[src/rtl/dphy_pkg.sv]
// rtl/dphy_pkg.sv - shared state encoding, bit-order constants and helpers for the D-PHY gearbox
package dphy_pkg;

    localparam logic [1:0] DPHY_ST_STOP = 2'd0;
    localparam logic [1:0] DPHY_ST_RUN  = 2'd1;
    localparam logic [1:0] DPHY_ST_IDLE = 2'd2;

    localparam int DPHY_LSB_FIRST = 0;
    localparam int DPHY_MSB_FIRST = 1;

    function automatic int dphy_clog2(input int value);
        int result;
        result = 0;
        while ((1 << result) < value) begin
            result = result + 1;
        end
        return result;
    endfunction

endpackage

[src/rtl/dphy_sync_fifo.sv]
// rtl/dphy_sync_fifo.sv - single-clock word FIFO with registered ready for the D-PHY gearbox
module dphy_sync_fifo
    import dphy_pkg::*;
#(
    parameter int WIDTH = 16,
    parameter int DEPTH = 4
) (
    input  logic             clk,
    input  logic             areset,
    input  logic [WIDTH-1:0] wdata,
    input  logic             wvalid,
    output logic             wready,
    output logic [WIDTH-1:0] rdata,
    input  logic             rd_en,
    output logic             empty
);

    localparam int AW = dphy_clog2(DEPTH);
    localparam logic [AW-1:0] PTR_ONE    = AW'(1);
    localparam logic [AW:0]   CNT_ONE    = (AW + 1)'(1);
    localparam logic [AW:0]   FULL_COUNT = (AW + 1)'(DEPTH);

    logic [WIDTH-1:0] mem [DEPTH];
    logic [AW-1:0]    wr_ptr;
    logic [AW-1:0]    rd_ptr;
    logic [AW:0]      count;
    logic [AW:0]      count_nxt;
    logic             do_wr;
    logic             do_rd;

    assign do_wr = wvalid && wready;
    assign do_rd = rd_en && !empty;
    assign empty = (count == '0);
    assign rdata = mem[rd_ptr];

    always_comb begin
        count_nxt = count;
        case ({do_wr, do_rd})
            2'b10:   count_nxt = count + CNT_ONE;
            2'b01:   count_nxt = count - CNT_ONE;
            default: count_nxt = count;
        endcase
    end

    // Ready is registered from the next count so the write side never sees a read-side path.
    always_ff @(posedge clk or posedge areset) begin
        if (areset) begin
            wr_ptr <= '0;
            rd_ptr <= '0;
            count  <= '0;
            wready <= 1'b0;
        end else begin
            if (do_wr) begin
                wr_ptr <= wr_ptr + PTR_ONE;
            end
            if (do_rd) begin
                rd_ptr <= rd_ptr + PTR_ONE;
            end
            count  <= count_nxt;
            wready <= (count_nxt < FULL_COUNT);
        end
    end

    always_ff @(posedge clk) begin
        if (do_wr) begin
            mem[wr_ptr] <= wdata;
        end
    end

endmodule

[src/rtl/dphy_oserdes_gearbox.sv]
// rtl/dphy_oserdes_gearbox.sv - multi-lane word-to-beat gearbox feeding the DDR output primitives (option: DPHY_OSERDES_LANE_SKEW_EN)
module dphy_oserdes_gearbox
    import dphy_pkg::*;
#(
    parameter int               LANES     = 2,
    parameter int               WORD_W    = 8,
    parameter int               OUT_W     = 2,
    parameter int               DEPTH     = 4,
    parameter int               MSB_FIRST = 0,
    parameter logic [OUT_W-1:0] IDLE_PAT  = '0
) (
    input  logic                    dphy_clk,
    input  logic                    areset,
    input  logic [LANES*WORD_W-1:0] din,
    input  logic                    din_valid,
    output logic                    din_ready,
    input  logic                    hs_en,
    input  logic                    clr_underflow,
`ifdef DPHY_OSERDES_LANE_SKEW_EN
    input  logic [LANES*2-1:0]      lane_skew,
`endif
    output logic [LANES*OUT_W-1:0]  dout,
    output logic                    dout_active,
    output logic                    underflow
);

    localparam int R  = WORD_W / OUT_W;
    localparam int PW = (R > 1) ? dphy_clog2(R) : 1;
    localparam logic [PW-1:0] LAST_PHASE = PW'(R - 1);
    localparam logic [PW-1:0] PHASE_ONE  = PW'(1);

    logic [1:0]              state;
    logic [1:0]              state_nxt;
    logic [PW-1:0]           phase;
    logic [PW-1:0]           phase_nxt;
    logic                    boundary;
    logic                    pop;
    logic                    enter_idle;
    logic                    fifo_empty;
    logic [LANES*WORD_W-1:0] fifo_rdata;
    logic [LANES*WORD_W-1:0] shreg;
    logic [LANES*WORD_W-1:0] shifted;
    logic [LANES*OUT_W-1:0]  beat;
    logic [LANES*OUT_W-1:0]  dout_core;

    dphy_sync_fifo #(
        .WIDTH (LANES * WORD_W),
        .DEPTH (DEPTH)
    ) u_fifo (
        .clk    (dphy_clk),
        .areset (areset),
        .wdata  (din),
        .wvalid (din_valid),
        .wready (din_ready),
        .rdata  (fifo_rdata),
        .rd_en  (pop),
        .empty  (fifo_empty)
    );

    assign boundary = (phase == LAST_PHASE);

    // Words are never truncated: every exit from RUN or IDLE waits for the phase to wrap.
    always_comb begin
        state_nxt  = state;
        phase_nxt  = phase;
        pop        = 1'b0;
        enter_idle = 1'b0;
        case (state)
            DPHY_ST_STOP: begin
                if (hs_en && !fifo_empty) begin
                    pop       = 1'b1;
                    state_nxt = DPHY_ST_RUN;
                    phase_nxt = '0;
                end
            end
            DPHY_ST_RUN: begin
                if (!boundary) begin
                    phase_nxt = phase + PHASE_ONE;
                end else begin
                    phase_nxt = '0;
                    if (!hs_en) begin
                        state_nxt = DPHY_ST_STOP;
                    end else if (!fifo_empty) begin
                        pop = 1'b1;
                    end else begin
                        state_nxt  = DPHY_ST_IDLE;
                        enter_idle = 1'b1;
                    end
                end
            end
            DPHY_ST_IDLE: begin
                if (!boundary) begin
                    phase_nxt = phase + PHASE_ONE;
                end else begin
                    phase_nxt = '0;
                    if (!hs_en) begin
                        state_nxt = DPHY_ST_STOP;
                    end else if (!fifo_empty) begin
                        pop       = 1'b1;
                        state_nxt = DPHY_ST_RUN;
                    end
                end
            end
            default: begin
                state_nxt = DPHY_ST_STOP;
                phase_nxt = '0;
            end
        endcase
    end

    always_comb begin
        shifted = '0;
        beat    = '0;
        for (int n = 0; n < LANES; n++) begin
            if (MSB_FIRST == DPHY_MSB_FIRST) begin
                shifted[n*WORD_W +: WORD_W] = shreg[n*WORD_W +: WORD_W] << OUT_W;
                beat[n*OUT_W +: OUT_W]      = shreg[n*WORD_W + WORD_W - OUT_W +: OUT_W];
            end else begin
                shifted[n*WORD_W +: WORD_W] = shreg[n*WORD_W +: WORD_W] >> OUT_W;
                beat[n*OUT_W +: OUT_W]      = shreg[n*WORD_W +: OUT_W];
            end
        end
    end

    always_ff @(posedge dphy_clk or posedge areset) begin
        if (areset) begin
            state       <= DPHY_ST_STOP;
            phase       <= '0;
            shreg       <= '0;
            dout_core   <= '0;
            dout_active <= 1'b0;
            underflow   <= 1'b0;
        end else begin
            state <= state_nxt;
            phase <= phase_nxt;
            if (pop) begin
                shreg <= fifo_rdata;
            end else if (state == DPHY_ST_RUN) begin
                shreg <= shifted;
            end
            case (state)
                DPHY_ST_RUN: begin
                    dout_core   <= beat;
                    dout_active <= 1'b1;
                end
                DPHY_ST_IDLE: begin
                    dout_core   <= {LANES{IDLE_PAT}};
                    dout_active <= 1'b0;
                end
                default: begin
                    dout_core   <= '0;
                    dout_active <= 1'b0;
                end
            endcase
            if (enter_idle) begin
                underflow <= 1'b1;
            end else if (clr_underflow) begin
                underflow <= 1'b0;
            end
        end
    end

`ifdef DPHY_OSERDES_LANE_SKEW_EN
    logic [OUT_W-1:0] skew_dly [LANES][3];

    always_ff @(posedge dphy_clk or posedge areset) begin
        if (areset) begin
            for (int n = 0; n < LANES; n++) begin
                for (int t = 0; t < 3; t++) begin
                    skew_dly[n][t] <= IDLE_PAT;
                end
            end
        end else begin
            for (int n = 0; n < LANES; n++) begin
                skew_dly[n][0] <= dout_core[n*OUT_W +: OUT_W];
                skew_dly[n][1] <= skew_dly[n][0];
                skew_dly[n][2] <= skew_dly[n][1];
            end
        end
    end

    always_comb begin
        dout = '0;
        for (int n = 0; n < LANES; n++) begin
            case (lane_skew[n*2 +: 2])
                2'd0:    dout[n*OUT_W +: OUT_W] = dout_core[n*OUT_W +: OUT_W];
                2'd1:    dout[n*OUT_W +: OUT_W] = skew_dly[n][0];
                2'd2:    dout[n*OUT_W +: OUT_W] = skew_dly[n][1];
                default: dout[n*OUT_W +: OUT_W] = skew_dly[n][2];
            endcase
        end
    end
`else
    assign dout = dout_core;
`endif

endmodule

[config.mk]
export PLATFORM = sky130hd
export DESIGN_NAME = dphy_oserdes_gearbox
export DESIGN_NICKNAME = d
export VERILOG_FILES = /design/src/rtl/dphy_pkg.sv /design/src/rtl/dphy_sync_fifo.sv /design/src/rtl/dphy_oserdes_gearbox.sv
export SDC_FILE = /design/constraint.sdc
export NUM_CORES = 1
export LEC_CHECK = 0
export BUFFER_PORTS_ARGS = -buffer_cell sky130_fd_sc_hd__buf_2
export CELL_PAD_IN_SITES_DETAIL_PLACEMENT = 1
export CELL_PAD_IN_SITES_GLOBAL_PLACEMENT = 1
export CORE_ASPECT_RATIO = 0.7
export CORE_UTILIZATION = 46
export CTS_CLUSTER_SIZE = 40
export DETAILED_ROUTE_END_ITERATION = 16
export PLACE_DENSITY = 0.87
export SLEW_MARGIN = 20
export SYNTH_ARGS = -nofsm -noshare
export SYNTH_HDL_FRONTEND = slang
export SYNTH_SLANG_ARGS = --single-unit
[constraint.sdc]
create_clock -name dphy_clk -period 2.45 [get_ports dphy_clk]
set_input_delay 0.49 -clock dphy_clk [delete_from_list [all_inputs] [get_ports dphy_clk]]
set_output_delay 0.49 -clock dphy_clk [all_outputs]
set_load 0.02 [all_outputs]
==> results of run 1 <==
-- per-layer routing --
| layer | up-vias | GRT usage, % | wire length, um |
|---|---|---|---|
| met5 | - | 0 | 0 |
| met4 | 0 | 5.73 | 81 |
| met3 | 10 | 6.76 | 330 |
| met2 | 39 | 31.5 | 3460 |
| met1 | 1052 | 22.3 | 3300 |
| li1 | 939 | - | - |
-- cell usage in the layout (no fill, tap or decap), drive strengths merged, types with 9 or more instances in the layout --
| cell | n |
|---|---|
| dfrtp | 34 |
| edfxtp | 64 |
| o21ai | 16 |
| nand2 | 22 |
| buf | 37 |
| clkbuf | 9 |
| mux4 | 16 |
| inv | 10 |
| ha | 10 |
| mux2i | 13 |
-- power by group through the flow --
stage               Clock, uW  Sequential (uW)  Combinational (uW)
floorplan                   0             2410                1250
global placement            0             2420                1640
detailed placement          0             2450                1700
CTS                      1450             2420                1720
global route             1510             2460                1880
finish                   1420             2410                1700
-- logic make-up after synthesis --
| logic type | synth area share [%] |
|---|---|
| flip-flops | 70.2 |
| adder cells (fa/ha/maj) | 3.67 |
| AO/OA/AOI/OAI | 3.10 |
| AND/OR/NAND/NOR | 6.62 |
| XOR/XNOR | 1.33 |
| buffers and inverters | 1.74 |
| multiplexers | 13.4 |
-- metrics by stage --
| stage | hold WS [ns] | utilization (%) | instances | worst slack, ns | total power (uW) |
|---|---|---|---|---|---|
| 5_1_grt | 0.304 | 56.4 | 378 | 0.00679 | 5840 |
| 3_5_place_dp | 0.477 | 52.7 | 362 | 0.0873 | 4150 |
| 4_1_cts | 0.233 | 56.4 | 378 | 0.0710 | 5590 |
| 6_report | 0.225 | 56.4 | 378 | 0.145 | 5530 |
| 2_1_floorplan | 0.453 | - | 233 | 0.111 | 3660 |
| 3_3_place_gp | 0.468 | 52.7 | 362 | 0.197 | 4050 |
-- cell type report --
| type | instances | area [um2] |
|---|---|---|
| fill | 749 | 3520 |
| clock buffer | 9 | 225 |
| timing repair buffer | 37 | 210 |
| tap | 101 | 126 |
| inverter | 7 | 26.3 |
| multi-input combinational | 119 | 1120 |
| sequential | 98 | 2770 |
| clock inverter | 7 | 75.1 |
-- worst max-delay path by stage --
stage	startpoint	to	slack, ns	cells past startpoint
after floorplan	state[0]$_DFFE_PP0P_	u_fifo.wready$_DFF_PP0_	0.11	11
after global placement	state[0]$_DFFE_PP0P_	u_fifo.wready$_DFF_PP0_	0.20	10
after detailed placement	state[0]$_DFFE_PP0P_	u_fifo.wready$_DFF_PP0_	0.09	10
after CTS	state[0]$_DFFE_PP0P_	u_fifo.wready$_DFF_PP0_	0.07	10
after global routing	state[0]$_DFFE_PP0P_	u_fifo.wready$_DFF_PP0_	0.007	10
final	state[0]$_DFFE_PP0P_	u_fifo.wready$_DFF_PP0_	0.15	10
-- state kept, by name, summed over array words and instances, names as in the netlist, named ones only --
name and count:
shreg 16, u_fifo.mem 64, u_fifo.rd_ptr 2, u_fifo.count 2
dout 4, phase 2, state 2, underflow 1
dout_active 1, u_fifo.wready 1, u_fifo.wr_ptr 2
-- critical path: stages, from the launching register on --
cell     delay (ns)
dfrtp_1        0.42
inv_1          0.10
ha_1           0.34
a21oi_2        0.18
nor3_4         0.05
ha_1           0.24
fa_1           0.39
xnor2_1        0.13
nor2_1         0.11
xor2_1         0.18
inv_1          0.05
==> impl_metrics.env, run 1 <==
export IMPL_synth_area_leaders="edfxtp_1 (49%), dfrtp_1 (22%), mux4_2 (9.1%)"
export IMPL_r2r_start="state[0]$_DFFE_PP0P_"
export IMPL_ir_worst_vdd_uv=783
export IMPL_power_share_switching_pct=31.8
export IMPL_io_pins=28
export IMPL_clockRootBuffer="clkbuf_16"
export IMPL_place_area_um2=4250
export IMPL_status="finished, final reports clean"
export IMPL_min_period_ns=2.30
export IMPL_synth_common_cells="edfxtp_1 (64), dfrtp_1 (34), nand2_1 (22), mux4_2 (16), mux2i_1 (13)"
export IMPL_grt_pass1_wl_um=11700
export IMPL_synth_most_common_cell="edfxtp_1"
export IMPL_r2r_end="u_fifo.wready$_DFF_PP0_"
export IMPL_drc=0
export IMPL_worstPathArrival_ns=2.55
export IMPL_maxSlewHeadroom_pct=70.9
export IMPL_die_area_um2=8970
export IMPL_setup_viol=0
export IMPL_synth_distinct_cells=30
export IMPL_portBuffers=27
export IMPL_drive_gt1_share_pct=28.5
export IMPL_drt_iter0_drc=75
export IMPL_rr_worst_depth=10
export IMPL_finalSetupTns_ns=0
export IMPL_antenna_left=0
export IMPL_synth_ff_latch_count=98
export IMPL_power_density_nw_per_um2=1210
export IMPL_dp_hpwl_um=4650
export IMPL_fin_nets=304
export IMPL_overflow=0
export IMPL_initial_core_util_pct=48.9
export IMPL_switchingPower_uw=1760
export IMPL_grt_pass1_vias=2246
export IMPL_end_kind="flip-flop"
export IMPL_via_per_inst=5.40
export IMPL_crit_required_ns=2.70
export IMPL_coreArea_um2=8070
export IMPL_hold_buffers=0
export IMPL_final_area_um2=4560
export IMPL_insertion_delay_ns=0.35
export IMPL_synth_area_um2=3950
export IMPL_cts_resized=0
export IMPL_clock_sinks=98
export IMPL_dr_pass1_iters=4
export IMPL_antenna_found_initial=0
export IMPL_vias=2040
export IMPL_die_h_um=79.5
export IMPL_rows=27
export IMPL_clk_path_buf_depth=2
export IMPL_gp_congestion=0.754
export IMPL_crit_fanout=4
export IMPL_syn_to_final_growth_pct=15.3
export IMPL_cts_made_buffers=9
export IMPL_netlist_instances=233
export IMPL_rsz0062_at_grt="false"
export IMPL_ys_flop_type="edfxtp_1"
export IMPL_hold_violations=0
export IMPL_wl_per_cell_um=19.0
export IMPL_period_share_pct=94.1
export IMPL_async_flop_share_pct=34.7
export IMPL_n_antenna_cell=0
export IMPL_yosysSeqAreaShare_pct=70.2
export IMPL_p_leak_uw=0.00178
export IMPL_criticalPathCategory="flip-flop to flip-flop"
export IMPL_rrSetupSlack_ns=0.15
export IMPL_tightest_slew_ns=0.437
export IMPL_hp_class="input pin to async pin"
export IMPL_slew_violations=0
export IMPL_grt_max_degree=35
export IMPL_die_x_um=113
export IMPL_skew_ns=0.00921
export IMPL_p_comb_share_pct=30.7
export IMPL_cts_setup_buffers=0
export IMPL_syn_area_per_cell_um2=17.0
export IMPL_wirelength_um=7170
export IMPL_power_share_clock_pct=25.7
export IMPL_cts_tree="done"
export IMPL_clkTransAtPathRegs_ns=0.07
export IMPL_synth_edff_count=64
export IMPL_grt_usage_pct=18.6
export IMPL_drv_cap=0
export IMPL_p_seq_share_pct=43.7
export IMPL_yosys_warnings=0
export IMPL_synth_top_area_share_pct=48.6
export IMPL_fmax_mhz=434
export IMPL_yosys_area_top_type="edfxtp_1"
export IMPL_cp_start_kind="flip-flop"
export IMPL_syn_nets=265
export IMPL_htree_levels=3
export IMPL_internal_power_uw=3770
Note: power is estimated with default switching activity, not from simulation.
==> run 2: changes to the inputs <==
--- a/config.mk
+++ b/config.mk
@@ -10,5 +10,5 @@
 export CELL_PAD_IN_SITES_GLOBAL_PLACEMENT = 1
 export CORE_ASPECT_RATIO = 0.7
-export CORE_UTILIZATION = 46
+export CORE_UTILIZATION = 47
 export CTS_CLUSTER_SIZE = 40
 export DETAILED_ROUTE_END_ITERATION = 16
@@ -17,3 +17,4 @@
 export SYNTH_ARGS = -nofsm -noshare
 export SYNTH_HDL_FRONTEND = slang
+export SYNTH_HIERARCHICAL = 1
 export SYNTH_SLANG_ARGS = --single-unit
==> constraint.sdc (replaced) <==
create_clock -name dphy_clk -period 2.45 [get_ports dphy_clk]
set_input_delay 0.49 -clock dphy_clk [delete_from_list [all_inputs] [get_ports dphy_clk]]
set_output_delay 0.49 -clock dphy_clk [all_outputs]
set_load 0.1 [all_outputs]
==> impl_metrics.env, run 2 <==
export IMPL_maxSlewHeadroom_pct=64.7
export IMPL_hold_violations=0
export IMPL_portBuffers=27
export IMPL_grt_max_degree=27
export IMPL_gp_congestion=0.724
export IMPL_coreArea_um2=8440
export IMPL_rows=28
export IMPL_global_route_usage_met3_pct=4.56
export IMPL_drive_gt1_share_pct=38.7
export IMPL_insertion_delay_ns=0.35
export IMPL_min_period_ns=2.34
export IMPL_total_power_uw=5940
export IMPL_regMostFlops="u_fifo/mem"
export IMPL_dp_hpwl_um=4940
export IMPL_synth_top_area_share_pct=47.1
export IMPL_r2r_end="u_fifo/count[1]$_DFFE_PP0N_"
export IMPL_crit_family="adder cells"
export IMPL_yosys_warnings=6
export IMPL_seq_area_um2=2770
export IMPL_final_cell_mix="edfxtp_1 (64), dfrtp_1 (34), mux2_2 (32), buf_2 (27), buf_4 (15)"
export IMPL_path_buf_inv=1
export IMPL_ys_flop_type="edfxtp_1"
export IMPL_clockRootBuffer="clkbuf_16"
export IMPL_use_met2_pct=31.8
export IMPL_crit_fanout=4
export IMPL_die_area_um2=9060
export IMPL_r2r_start="state[1]$_DFFE_PP0P_"
export IMPL_crit_slowest_cell="fa_1"
export IMPL_end_kind="flip-flop"
export IMPL_die_h_um=79.9
export IMPL_synth_area_leaders="edfxtp_1 (47%), dfrtp_1 (21%), mux2_2 (8.8%)"
export IMPL_vias=1990
export IMPL_wl_per_cell_um=19.3
export IMPL_drv_cap=0
export IMPL_grt_usage_pct=18.8
export IMPL_skew_ns=0.00406
export IMPL_wirelength_um=7450
export IMPL_worstPathArrival_ns=2.57
export IMPL_placed_cells=366
export IMPL_crit_required_ns=2.68
export IMPL_n_antenna_cell=0
export IMPL_largest_reg_flops=64
export IMPL_cp_slowest_stage_delay_ns=0.41
export IMPL_synth_area_um2=4080
export IMPL_antenna_found_initial=0
export IMPL_dr_pass1_iters=10
export IMPL_synth_edff_count=64
export IMPL_use_met1_pct=24.1
export IMPL_cp_start_kind="flip-flop"
export IMPL_antenna_left=0
export IMPL_ir_worst_vdd_uv=507
export IMPL_grt_pass1_vias=2223
export IMPL_synth_most_common_cell="edfxtp_1"
export IMPL_clock_sinks=98
export IMPL_crit_path_end="u_fifo/count[1]$_DFFE_PP0N_"
export IMPL_htree_levels=3
export IMPL_hold_buffers=0
export IMPL_rr_worst_depth=8
export IMPL_slew_violations=0
export IMPL_final_common_cell="edfxtp_1"
export IMPL_crit_path_cell_trace="inv_2 > ha_4 > a21oi_2 > nor4b_4 > o31a_1 > ha_2 > fa_1 > mux2_2"
export IMPL_violations="design-rule violations"
export IMPL_fmax_mhz=428
export IMPL_multi_input_area_um2=1230
export IMPL_syn_nets=249
export IMPL_instances_no_fill=386
export IMPL_synth_common_cells="edfxtp_1 (64), dfrtp_1 (34), mux2_2 (32), ha_1 (12)"
export IMPL_yosysSeqAreaShare_pct=68.0
export IMPL_clkTransAtPathRegs_ns=0.07
export IMPL_rrSetupSlack_ns=0.11
export IMPL_cts_made_buffers=9
export IMPL_criticalPathCategory="flip-flop to flip-flop"
export IMPL_hp_class="input pin to async pin"
export IMPL_io_pins=28
export IMPL_grt_busiest_layer="met2"
export IMPL_netlist_instances=215
export IMPL_synth_ff_latch_count=98
export IMPL_tightest_slew_ns=0.529
export IMPL_fill_cells=778
export IMPL_die_x_um=113
export IMPL_grt_pass1_wl_um=12000
export IMPL_fin_nets=295
export IMPL_yosys_area_top_type="edfxtp_1"
export IMPL_p_leak_uw=0.00185
export IMPL_drc=1
export IMPL_via_per_inst=5.16
export IMPL_setup_viol=0
export IMPL_initial_core_util_pct=48.3
export IMPL_setup_worst_path_start="state[1]$_DFFE_PP0P_"
export IMPL_drt_iter0_drc=98
export IMPL_syn_to_final_growth_pct=15.4
export IMPL_overflow=0
export IMPL_synth_distinct_cells=32
export IMPL_cts_tree="done"
export IMPL_period_share_pct=95.4
export IMPL_async_flop_share_pct=34.7
export IMPL_clk_path_buf_depth=2
export IMPL_status="finished with violations"
export IMPL_critical_path_depth=8
export IMPL_power_density_nw_per_um2=1260
export IMPL_syn_area_per_cell_um2=19.0
## run 2: cells by family (layout without fill, tap and decap cells)
logic type	Yosys count	in the layout	share of synthesized area (%)
multiplexers	50	50	18.9
buffers and inverters	15	66	2.21
AO/OA/AOI/OAI	7	7	1.17
flip-flops	98	98	68.0
adder cells (fa/ha/maj)	13	13	4.17
XOR/XNOR	7	7	1.50
AND/OR/NAND/NOR	25	25	4.02
## run 2: worst min path at each step
stage / from / to / slack [ns] / depth (start not counted)
finish: areset / u_fifo/rd_ptr[1]$_DFFE_PP0P_ / 0.1 / 2
global route: areset / u_fifo/rd_ptr[1]$_DFFE_PP0P_ / 0.11 / 2
CTS: areset / u_fifo/rd_ptr[1]$_DFFE_PP0P_ / 0.1 / 2
detailed placement: areset / u_fifo/rd_ptr[0]$_DFFE_PP0P_ / 0.47 / 2
global placement: areset / u_fifo/wr_ptr[1]$_DFFE_PP0P_ / 0.46 / 2
floorplan: areset / async pin / 0.31 / 1
## run 2: final cells by class
| class | instances | area share (%) |
|---|---|---|
| sequential | 98 | 58.9 |
| multi-input combinational | 102 | 26.1 |
| timing repair buffer | 42 | 5.27 |
| clock buffer | 9 | 4.79 |
| tap | 120 | 3.19 |
| clock inverter | 7 | 1.06 |
| inverter | 8 | 0.638 |
## run 2: per-stage QoR
stage / cell area (um2) / utilization [%] / hold slack (ns) / setup slack (ns) / TNS, ns
after floorplan: 4090 / - / 0.306 / -0.194 / -0.256
after global placement: 4400 / 52.1 / 0.457 / 0.144 / 0
after detailed placement: 4400 / 52.1 / 0.472 / 0.0321 / 0
after CTS: 4670 / 55.4 / 0.0987 / 0.00569 / 0
after global routing: 4700 / 55.7 / 0.111 / -0.00177 / -0.00177
final: 4700 / 55.7 / 0.0961 / 0.112 / 0
## run 2: repair_timing
action | 4_1_cts | 5_1_grt
buffers inserted | 0 | 4
endpoints found under the setup margin | 0 | 3
resized for setup | 0 | 0
## run 2: report_power, final
| part | internal [uW] | switching, uW |
|---|---|---|
| Combinational | 1030 | 1170 |
| Sequential | 2200 | 241 |
| Clock | 693 | 615 |
| Total | 3910 | 2030 |
## run 2: metal layers
layer | wire (um) | part of all wire (%) | vias up
met2 | 3690 | 50 | 33
met1 | 3440 | 46 | 1037
met5 | 0 | 0 | -
met3 | 214 | 2.9 | 10
met4 | 102 | 1.4 | 0
li1 | - | - | 910
==> run 3: changes to the inputs <==
PLACE_DENSITY = unset   (was 0.87)
PLACE_DENSITY_LB_ADDON = 0.1   (was unset)
==> impl_metrics.env, run 3 (synthesis gave the netlist of run 2 again) <==
export IMPL_status="finished, final reports clean"
export IMPL_regMostFlops="u_fifo/mem"
export IMPL_largest_reg_flops=64
export IMPL_r2r_start="state[1]$_DFFE_PP0P_"
export IMPL_clockRootBuffer="clkbuf_16"
export IMPL_power_density_nw_per_um2=1260
export IMPL_tightest_slew_ns=0.488
export IMPL_drive_gt1_share_pct=38.5
export IMPL_drc=0
export IMPL_criticalPathCategory="flip-flop to flip-flop"
export IMPL_cts_tree="done"
export IMPL_die_h_um=79.9
export IMPL_hp_class="input pin to async pin"
export IMPL_instances_no_fill=385
export IMPL_clk_path_buf_depth=2
export IMPL_cp_start_kind="flip-flop"
export IMPL_rrSetupSlack_ns=0.11
export IMPL_period_share_pct=95.5
export IMPL_dr_pass1_iters=4
export IMPL_io_pins=28
export IMPL_htree_levels=3
export IMPL_path_buf_inv=1
export IMPL_crit_required_ns=2.68
export IMPL_antenna_found_initial=0
export IMPL_slew_violations=0
export IMPL_crit_family="adder cells"
export IMPL_final_area_um2=4720
export IMPL_place_ws_ns=0.0121
export IMPL_place_area_um2=4400
export IMPL_finalSetupTns_ns=0
export IMPL_hold_buffers=0
export IMPL_initial_core_util_pct=48.3
export IMPL_via_per_inst=5.05
export IMPL_setup_viol=0
export IMPL_min_period_ns=2.34
export IMPL_fin_nets=294
export IMPL_wl_per_cell_um=17.9
export IMPL_drt_iter0_drc=71
export IMPL_ir_worst_vdd_uv=598
export IMPL_die_area_um2=9060
export IMPL_n_antenna_cell=0
export IMPL_syn_to_final_growth_pct=15.7
export IMPL_fmax_mhz=428
export IMPL_wirelength_um=6910
export IMPL_coreArea_um2=8440
export IMPL_skew_ns=0.00570
export IMPL_overflow=0
export IMPL_portBuffers=27
export IMPL_final_cell_mix="edfxtp_1 (64), dfrtp_1 (34), mux2_2 (32), buf_2 (27), buf_4 (14)"
export IMPL_clkTransAtPathRegs_ns=0.07
export IMPL_worstPathArrival_ns=2.57
export IMPL_dp_hpwl_um=4450
export IMPL_maxSlewHeadroom_pct=67.7
export IMPL_grt_pass1_vias=2044
export IMPL_gp_congestion=0.710
export IMPL_grt_max_degree=27
export IMPL_vias=1944
export IMPL_insertion_delay_ns=0.35
export IMPL_grt_pass1_wl_um=10900
export IMPL_end_kind="flip-flop"
export IMPL_cts_made_buffers=9
export IMPL_final_common_cell="edfxtp_1"
export IMPL_die_x_um=113
export IMPL_layout_setup_ws_ns=0.111
export IMPL_hold_violations=0
export IMPL_crit_path_cell_trace="inv_2 > ha_4 > a21oi_2 > nor4b_4 > o31a_1 > ha_2 > fa_1 > mux2_2"
export IMPL_crit_slowest_cell="fa_1"
export IMPL_crit_fanout=3
export IMPL_rows=28
export IMPL_clock_sinks=98
export IMPL_placed_cells=366
export IMPL_cp_slowest_stage_delay_ns=0.40
export IMPL_p_leak_uw=0.00186
export IMPL_grt_usage_pct=17.4
export IMPL_critical_path_depth=8
export IMPL_r2r_end="u_fifo/count[1]$_DFFE_PP0N_"
export IMPL_antenna_left=0
export IMPL_rr_worst_depth=8
export IMPL_drv_cap=0
run 3: cell count changes in the layout (fill, tap and decap cells not counted), sizes merged:
cell	before	now
buf	42	41
bufinv	0	1
clkbuf	9	10
clkinv	2	4
clkinvlp	2	0
inv	11	9
run 3: metal layers:
layer / up-vias / global-route usage [%] / wire length (um)
met1: 987 / 24.0 / 3510
met4: 0 / 6.32 / 82
met2: 32 / 24.5 / 3030
met3: 11 / 7.21 / 286
li1: 914 / - / -
met5: - / 0 / 0
run 3: final cells by class:
cell class	instances	area [um2]
fillers	773	3730
repair buffers	41	240
multi-input cells	102	1230
clock buffers	10	229
well taps	120	150
clock inverters	6	66.3
inverters	8	30.0
flip-flops and latches	98	2770
run 3: how the worst max path moves through the flow:
stage                               from                          end  slack, ns
CTS                 state[1]$_DFFE_PP0P_  u_fifo/count[1]$_DFFE_PP0N_       0.01
detailed placement  state[1]$_DFFE_PP0P_  u_fifo/count[1]$_DFFE_PP0N_       0.01
global route        state[1]$_DFFE_PP0P_  u_fifo/count[1]$_DFFE_PP0N_     -0.005
global placement    state[1]$_DFFE_PP0P_  u_fifo/count[1]$_DFFE_PP0N_       0.08
floorplan           state[0]$_DFFE_PP0P_  u_fifo/count[1]$_DFFE_PP0N_      -0.19
finish              state[1]$_DFFE_PP0P_  u_fifo/count[1]$_DFFE_PP0N_       0.11
run 3: report_power, final:
| group | total (uW) | switching [uW] | internal, uW |
|---|---|---|---|
| clock network | 1390 | 591 | 794 |
| logic | 2170 | 1170 | 1010 |
| registers | 2380 | 186 | 2200 |
run 3: metrics by stage:
step	hold WS [ns]	util [%]	power, uW
final	0.0970	55.9	5940
after global routing	0.0980	55.9	6280
after CTS	0.0895	55.6	6010
after detailed placement	0.470	52.1	4610
after global placement	0.462	52.1	4540
after floorplan	0.306	-	4130
run 3: worst reg2reg max path, cell delays in order (launching register included):
cell     delay (ns)
dfrtp_1        0.39
inv_2          0.07
ha_4           0.27
a21oi_2        0.06
nor4b_4        0.29
o31a_1         0.26
ha_2           0.22
fa_1           0.40
mux2_2         0.26
run 3: timing repair:
item,4_1_cts,5_1_grt
endpoints found under the setup margin,0,1
hold endpoints to repair,0,0
gates resized for setup,0,0
setup buffers,0,3
